File: config.mk
export PLATFORM = sky130hd
export DESIGN_NAME = dispatch_unit
export DESIGN_NICKNAME = d
export VERILOG_FILES = /design/src/rtl/dispatch_unit_pkg.sv /design/src/rtl/dispatch_credit_counter.sv /design/src/rtl/dispatch_unit.sv
export SDC_FILE = /design/constraint.sdc
export NUM_CORES = 1
export LEC_CHECK = 0
export BUFFER_PORTS_ARGS = -buffer_cell sky130_fd_sc_hd__buf_2
export CORE_MARGIN = 2
export CORE_UTILIZATION = 45
export CTS_CLUSTER_SIZE = 12
export DETAILED_ROUTE_END_ITERATION = 7
export GPL_TIMING_DRIVEN = 0
export PLACE_DENSITY = 0.7
export SLEW_MARGIN = 30
export SYNTH_ARGS = -nofsm -noshare
export SYNTH_HDL_FRONTEND = slang
export SYNTH_HIERARCHICAL = 1
export SYNTH_SLANG_ARGS = --single-unit
File: constraint.sdc
create_clock -name clk -period 4.85 [get_ports clk]
set_input_delay 0.485 -clock clk [delete_from_list [all_inputs] [get_ports clk]]
set_output_delay 0.485 -clock clk [all_outputs]
set_load 0.1 [all_outputs]
File: src/rtl/dispatch_unit_pkg.sv
// Shared types for the dispatch stage: RV32 opcode constants, reservation-station
// class encoding and the opcode classifier.
package dispatch_unit_pkg;

  localparam int unsigned OPC_W = 7;

  localparam logic [OPC_W-1:0] OPC_LOAD   = 7'b0000011;
  localparam logic [OPC_W-1:0] OPC_STORE  = 7'b0100011;
  localparam logic [OPC_W-1:0] OPC_OP_IMM = 7'b0010011;
  localparam logic [OPC_W-1:0] OPC_OP     = 7'b0110011;
  localparam logic [OPC_W-1:0] OPC_LUI    = 7'b0110111;
  localparam logic [OPC_W-1:0] OPC_AUIPC  = 7'b0010111;
  localparam logic [OPC_W-1:0] OPC_SYSTEM = 7'b1110011;
  localparam logic [OPC_W-1:0] OPC_BRANCH = 7'b1100011;
  localparam logic [OPC_W-1:0] OPC_JAL    = 7'b1101111;
  localparam logic [OPC_W-1:0] OPC_JALR   = 7'b1100111;

  typedef enum logic [1:0] {
    CLS_ALU  = 2'd0,
    CLS_LSU  = 2'd1,
    CLS_BRU  = 2'd2,
    CLS_NONE = 2'd3
  } rs_class_e;

  // CLS_NONE marks an unrecognised opcode: it needs no credit and is retired silently.
  function automatic rs_class_e classify_opcode(input logic [OPC_W-1:0] opcode);
    rs_class_e cls;
    case (opcode)
      OPC_OP_IMM, OPC_OP, OPC_LUI, OPC_AUIPC, OPC_SYSTEM: cls = CLS_ALU;
      OPC_LOAD, OPC_STORE:                                cls = CLS_LSU;
      OPC_BRANCH, OPC_JAL, OPC_JALR:                      cls = CLS_BRU;
      default:                                            cls = CLS_NONE;
    endcase
    return cls;
  endfunction

endpackage

File: src/rtl/dispatch_credit_counter.sv
// Per-class reservation-station credit counter: adds freed entries, subtracts
// grants, saturates at RS_DEPTH and reloads to RS_DEPTH on flush.
module dispatch_credit_counter #(
  parameter int unsigned RS_DEPTH = 16,
  parameter int unsigned CRED_W   = $clog2(RS_DEPTH + 1),
  parameter int unsigned CNT_W    = 2
) (
  input  logic              clk,
  input  logic              rst,
  input  logic              flush,
  input  logic [CNT_W-1:0]  free_cnt,
  input  logic [CNT_W-1:0]  grant_cnt,
  output logic [CRED_W-1:0] credit
);

  localparam int unsigned SUM_W = ((CRED_W > CNT_W) ? CRED_W : CNT_W) + 1;

  logic [CRED_W-1:0] credit_q, credit_d;
  logic [SUM_W-1:0]  sum_c;
  logic              ovf_c;

  // Grants never exceed the current credit, so the sum cannot wrap below zero.
  always_comb begin
    sum_c    = SUM_W'(credit_q) + SUM_W'(free_cnt) - SUM_W'(grant_cnt);
    ovf_c    = (sum_c > SUM_W'(RS_DEPTH));
    credit_d = CRED_W'(sum_c);
    if (flush || ovf_c) begin
      credit_d = CRED_W'(RS_DEPTH);
    end
  end

  always_ff @(posedge clk or negedge rst) begin
    if (!rst) begin
      credit_q <= CRED_W'(RS_DEPTH);
    end else begin
      credit_q <= credit_d;
    end
  end

  always @(posedge clk) begin
    if (rst && !flush) begin
      assert (!ovf_c) else $error("dispatch_credit_counter: credit overflow above RS_DEPTH");
    end
  end

  assign credit = credit_q;

endmodule

File: src/rtl/dispatch_unit.sv
// N-wide in-order dispatch from rename into the ALU/LSU/BRU reservation stations,
// gated by per-class credits; lanes issue strictly in program order.
module dispatch_unit
  import dispatch_unit_pkg::*;
#(
  parameter int unsigned DISPATCH_WIDTH = 2,
  parameter int unsigned INST_W         = 128,
  parameter int unsigned NUM_CLASSES    = 3,
  parameter int unsigned RS_DEPTH       = 16,
  parameter int unsigned CRED_W         = $clog2(RS_DEPTH + 1)
) (
  input  logic                                  clk,
  input  logic                                  rst,
  input  logic                                  flush,
  input  logic                                  stall_dispatch,
  input  logic [DISPATCH_WIDTH-1:0]             in_valid,
  input  logic [DISPATCH_WIDTH*7-1:0]           in_opcode,
  input  logic [DISPATCH_WIDTH*INST_W-1:0]      in_inst,
  output logic                                  in_ready,
  input  logic [NUM_CLASSES*DISPATCH_WIDTH-1:0] rs_free,
  output logic [NUM_CLASSES*DISPATCH_WIDTH-1:0] out_valid,
  output logic [DISPATCH_WIDTH*INST_W-1:0]      out_inst,
  output logic                                  illegal_valid,
  output logic [$clog2(DISPATCH_WIDTH):0]       illegal_lane
);

  localparam int unsigned W      = DISPATCH_WIDTH;
  localparam int unsigned CNT_W  = $clog2(W + 1);
  localparam int unsigned LANE_W = $clog2(W) + 1;
  localparam int unsigned CMP_W  = (CRED_W > CNT_W) ? CRED_W : CNT_W;

  logic [W-1:0]          pend_q, pend_d;
  rs_class_e             cls_q [W];
  rs_class_e             cls_d [W];
  logic [W*INST_W-1:0]   inst_q, inst_d;

  logic [NUM_CLASSES*W-1:0] out_valid_q, out_valid_d;
  logic [W*INST_W-1:0]      out_inst_q, out_inst_d;
  logic                     ill_v_q, ill_v_d;
  logic [LANE_W-1:0]        ill_lane_q, ill_lane_d;

  logic [W-1:0]                   grant_c;
  logic [NUM_CLASSES*CRED_W-1:0]  credit_c;
  logic [NUM_CLASSES*CNT_W-1:0]   free_cnt_c;
  logic [NUM_CLASSES*CNT_W-1:0]   grant_cnt_c;
  logic                           go_c;
  logic                           all_done_c;
  logic                           accept_c;

  assign go_c = !stall_dispatch && !flush;

  // Prefix scan: a lane issues only if every lower pending lane issues and its
  // class still has credit after the lower same-class grants of this cycle.
  for (genvar i = 0; i < W; i++) begin : g_lane
    logic                          ok_in, ok_out, has_credit, lane_grant;
    logic [NUM_CLASSES*CNT_W-1:0]  used_in, used_out;

    if (i == 0) begin : g_first
      assign ok_in   = 1'b1;
      assign used_in = '0;
    end else begin : g_next
      assign ok_in   = g_lane[i-1].ok_out;
      assign used_in = g_lane[i-1].used_out;
    end

    always_comb begin
      has_credit = (cls_q[i] == CLS_NONE);
      used_out   = used_in;
      for (int c = 0; c < NUM_CLASSES; c++) begin
        if (int'(cls_q[i]) == c) begin
          has_credit = CMP_W'(credit_c[c*CRED_W +: CRED_W]) > CMP_W'(used_in[c*CNT_W +: CNT_W]);
        end
      end
      lane_grant = pend_q[i] && ok_in && has_credit && go_c;
      for (int c = 0; c < NUM_CLASSES; c++) begin
        if (lane_grant && int'(cls_q[i]) == c) begin
          used_out[c*CNT_W +: CNT_W] = used_in[c*CNT_W +: CNT_W] + CNT_W'(1);
        end
      end
      ok_out = ok_in && (!pend_q[i] || lane_grant);
    end

    assign grant_c[i] = lane_grant;
  end

  assign all_done_c  = g_lane[W-1].ok_out;
  assign grant_cnt_c = g_lane[W-1].used_out;
  assign in_ready    = rst && go_c && all_done_c;
  assign accept_c    = in_valid[0] && in_ready;

  always_comb begin
    free_cnt_c = '0;
    for (int c = 0; c < NUM_CLASSES; c++) begin
      for (int i = 0; i < W; i++) begin
        free_cnt_c[c*CNT_W +: CNT_W] = free_cnt_c[c*CNT_W +: CNT_W] + CNT_W'(rs_free[c*W+i]);
      end
    end
  end

  for (genvar c = 0; c < NUM_CLASSES; c++) begin : g_cred
    dispatch_credit_counter #(
      .RS_DEPTH (RS_DEPTH),
      .CRED_W   (CRED_W),
      .CNT_W    (CNT_W)
    ) u_cred (
      .clk       (clk),
      .rst       (rst),
      .flush     (flush),
      .free_cnt  (free_cnt_c[c*CNT_W +: CNT_W]),
      .grant_cnt (grant_cnt_c[c*CNT_W +: CNT_W]),
      .credit    (credit_c[c*CRED_W +: CRED_W])
    );
  end

  // Buffer update and registered per-class issue outputs.
  always_comb begin
    pend_d      = pend_q & ~grant_c;
    cls_d       = cls_q;
    inst_d      = inst_q;
    out_valid_d = '0;
    out_inst_d  = out_inst_q;
    ill_v_d     = 1'b0;
    ill_lane_d  = '0;

    if (flush) begin
      pend_d = '0;
    end else if (accept_c) begin
      pend_d = in_valid;
      inst_d = in_inst;
      for (int i = 0; i < W; i++) begin
        cls_d[i] = classify_opcode(in_opcode[i*7 +: 7]);
      end
    end

    for (int i = 0; i < W; i++) begin
      if (grant_c[i]) begin
        out_inst_d[i*INST_W +: INST_W] = inst_q[i*INST_W +: INST_W];
        if (cls_q[i] == CLS_NONE) begin
          if (!ill_v_d) begin
            ill_v_d    = 1'b1;
            ill_lane_d = LANE_W'(i);
          end
        end else begin
          for (int c = 0; c < NUM_CLASSES; c++) begin
            if (int'(cls_q[i]) == c) begin
              out_valid_d[c*W+i] = 1'b1;
            end
          end
        end
      end
    end
  end

  always_ff @(posedge clk or negedge rst) begin
    if (!rst) begin
      pend_q      <= '0;
      inst_q      <= '0;
      out_valid_q <= '0;
      out_inst_q  <= '0;
      ill_v_q     <= 1'b0;
      ill_lane_q  <= '0;
      for (int i = 0; i < W; i++) begin
        cls_q[i] <= CLS_NONE;
      end
    end else begin
      pend_q      <= pend_d;
      inst_q      <= inst_d;
      out_valid_q <= out_valid_d;
      out_inst_q  <= out_inst_d;
      ill_v_q     <= ill_v_d;
      ill_lane_q  <= ill_lane_d;
      for (int i = 0; i < W; i++) begin
        cls_q[i] <= cls_d[i];
      end
    end
  end

  always @(posedge clk) begin
    if (rst) begin
      assert ((in_valid & W'(in_valid + W'(1))) == '0)
        else $error("dispatch_unit: in_valid lanes not contiguous from lane 0");
    end
  end

  assign out_valid     = out_valid_q;
  assign out_inst      = out_inst_q;
  assign illegal_valid = ill_v_q;
  assign illegal_lane  = ill_lane_q;

endmodule

==> flow_summary.toml <==
[floorplanning]
die_h_um = 221.0
io_pins = 548
core_area_um2 = 46560
die_area_um2 = 48830
initial_utilization_pct = 45.51
num_rows = 79
die_w_um = 221.0

[finish]
fin_util_pct = 57.36
final_nets = 2244
area_delta_synth_final_pct = 26.05
layout-drive-gt1-share_pct = 53.13

[clocking]
clockBufferDepth = 3
clock_latency_ps = 600
cts_tree = "yes"
root_buffer = "clkbuf_16"
cts_buffers = 55
htreeDepth = 2
path_clk_slew_ps = 60
clkSinkCount = 541

[setup_path]
cp_max_fo = 10
start_kind = "register"
cp.required_ps = 5360
endpoint_kind = "register"
worstPathArrival_ps = 5090
critPathKind = "register to register"

[logic_synthesis]
ys_seq_area_share_pct = 63.94
synth_edf_count = 0
ys_ff_latch = 541
synth-main-ff-cell = "dfrtp_1"
yosysWarnings = 6
syn_inst = 1317
ys_types = 46
syn_area_per_cell_um2 = 16.09
syn-num-nets = 1632
netlist_area_um2 = 21190
async_flop_share_pct = 100.0

[sta]
fin_crit_ps = 4582
tightest_slew_ps = 769.4
skew_ps = 14.32
setup_violations = 0
finalHoldViolCount = 0
finalMaxSlewViolations = 0
finalCritPeriodShare_pct = 94.48
maxSlewHeadroom_pct = 48.70
fmax_ghz = 0.2182

[detailed_routing]
drtIter0Drc = 482
ant_nets = 0
firstDrtPassIters = 4
wl_mm = 52.51
vias = 13140
avgRoutedWirePerCell_um = 20.35
drc = 0
viasPerCell = 5.095

[flow_run]
maxCapViolations = 0

[placement]
hpwl_mm = 39.38
finalWeightedCongestion = 0.8192
io_buffers = 546

[pwr]
vdd_drop_max_uv = 648.4
leakage_uw = 0.01371
p_total_uw = 18000
p_per_area_nw_per_um2 = 674.0

[grt]
antenna_found_initial = 17
grt_pass1_vias = 14520
grt_usage_pct = 21.55
grt_pass1_wl_mm = 82.28
grt_max_degree = 93
overflow = 0

[min_path]
hp-class = "input port to register"

[run_status]
outcome = "complete, no violations"
-- final cells by class --
type | instances | area, um^2
fill | 3729 | 19850
antenna | 8 | 20.02
tap | 607 | 759.5
inverter | 35 | 131.4
multi-input combinational | 682 | 7209
buffer | 58 | 400.4
clock buffer | 83 | 1563
timing repair buffer | 556 | 2960
sequential | 541 | 13550
clock inverter | 10 | 115.1
-- layer usage --
metal  wire, um  GRT usage, %
met1      19950         24.78
met2      26180         36.66
met3       4450         7.794
met4       1824         8.508
met5        104             0
-- placed cells by master, fill, tap and decap left out, types with 2 or more instances in the layout --
cell,n
a21o_1,4
a21o_2,3
a21oi_1,11
a221oi_2,3
a31oi_1,2
and3_1,2
and3_2,3
buf_16,7
buf_2,574
buf_4,19
buf_6,11
bufinv_16,2
clkbuf_1,22
clkbuf_16,56
clkbuf_8,6
clkinv_2,6
dfrtp_1,534
dfstp_2,7
diode_2,8
fa_1,6
ha_1,27
inv_1,35
mux2_1,189
mux2_2,327
nand2_1,11
nand2b_1,5
nand3_1,6
nor2_1,22
nor2b_1,3
nor3_1,8
nor3_2,2
nor4b_2,2
nor4b_4,3
o21ai_0,8
o31ai_1,2
o32ai_1,2
or2_1,3
xnor2_1,5
xor2_1,3
-- sequential cells by signal, summed over array words and instances, names as in the netlist --
name                  count
out_valid                 6
illegal_valid             1
pend_q                    2
g_cred.u_cred/credit     15
out_inst                256
illegal_lane              1
cls_q                     4
inst_q                  256
-- worst paths after layout --
check,start,endpoint,slack (ps),cells past startpoint
max reg2reg,g_cred[2].u_cred/credit[3],g_cred[1].u_cred/credit[4],270,20
max in group asynchronous,rst,inst_q[72],2870,5
min in group asynchronous,rst,out_inst[212],410,2
min reg2reg,inst_q[157],inst_q[157],480,1
min,in_inst[234],inst_q[234],100,2
max,g_cred[2].u_cred/credit[3],g_cred[1].u_cred/credit[4],270,20
-- cells by family after synthesis --
kind of cell | share of synthesized area, %
flip-flops | 63.94
adder cells (fa/ha/maj) | 2.161
multiplexers | 27.43
other | 0.01770
AND/OR/NAND/NOR | 2.032
XOR/XNOR | 0.3721
AO/OA/AOI/OAI | 1.553
buffers and inverters | 2.498
-- where the power goes --
part	switching [uW]	leakage, uW	internal [uW]
combinational	6040	0.00604	1610
clock	1690	0.000821	2310
sequential	617	0.00686	5740
total	8350	0.0137	9650
-- synth_stat cells, types with 2 or more instances --
master	instances	area (um^2)
a21o_1	4	30.03
nand3_1	6	30.03
nand2_1	11	41.29
dfstp_2	7	183.9
and3_1	2	12.51
o31ai_1	2	15.01
a21o_2	3	26.28
nand2b_1	5	31.28
xor2_1	3	26.28
inv_1	35	131.4
mux2_1	189	2128
dfrtp_1	534	13360
nor2b_1	3	18.77
buf_4	17	127.6
nor2_1	23	86.33
a221oi_2	3	45.04
ha_1	27	337.8
buf_6	10	112.6
buf_2	30	150.1
nor4b_1	6	52.55
or2_1	3	18.77
xnor2_1	6	52.55
nor3_1	10	50.05
nor4_1	2	12.51
a21oi_1	11	55.05
and3_2	3	22.52
fa_1	6	120.1
clkbuf_1	2	7.510
o32ai_1	2	17.52
a2111oi_0	2	17.52
mux2_2	327	3682
o21ai_0	8	40.04
a31oi_1	2	12.51
-- worst max-delay path, cell delays in order (launching register included) --
cell     delay, ps
dfrtp_1        410
or4_4          580
nor2_2         150
nor4b_2         80
ha_1           280
nor2_1         130
nor3_2          80
nor3_2         220
nand3_2        140
buf_6          200
buf_4          190
nor2_1         100
ha_1           240
ha_1           280
inv_1           40
ha_1           200
fa_1           420
nand3_1        150
nor4b_4        290
nor2_1         110
or2_1          220
-- stage by stage --
step	worst slack, ps	area [um^2]	hold WS (ps)	TNS, ps	std cells
finish	267.7	26710	98.59	0	2580
global route	-16.35	26700	73.53	-24.75	2579
CTS	0.1741	26620	57.72	0	2572
detailed placement	-1099	24880	417.6	-14390	2477
global placement	-9361	24680	469.0	-6327060	2470
floorplan	272.7	21190	189.4	0	1317
-- repair_timing --
action | in CTS | in global routing
hold buffers | 1 | 0
resized for setup | 9 | 10
endpoints found under the hold margin | 38 | 0
endpoints found under the setup margin | 15 | 15
pin swaps | 1 | 1
setup buffers | 1 | 1
Power figures use the tool's default switching activity.
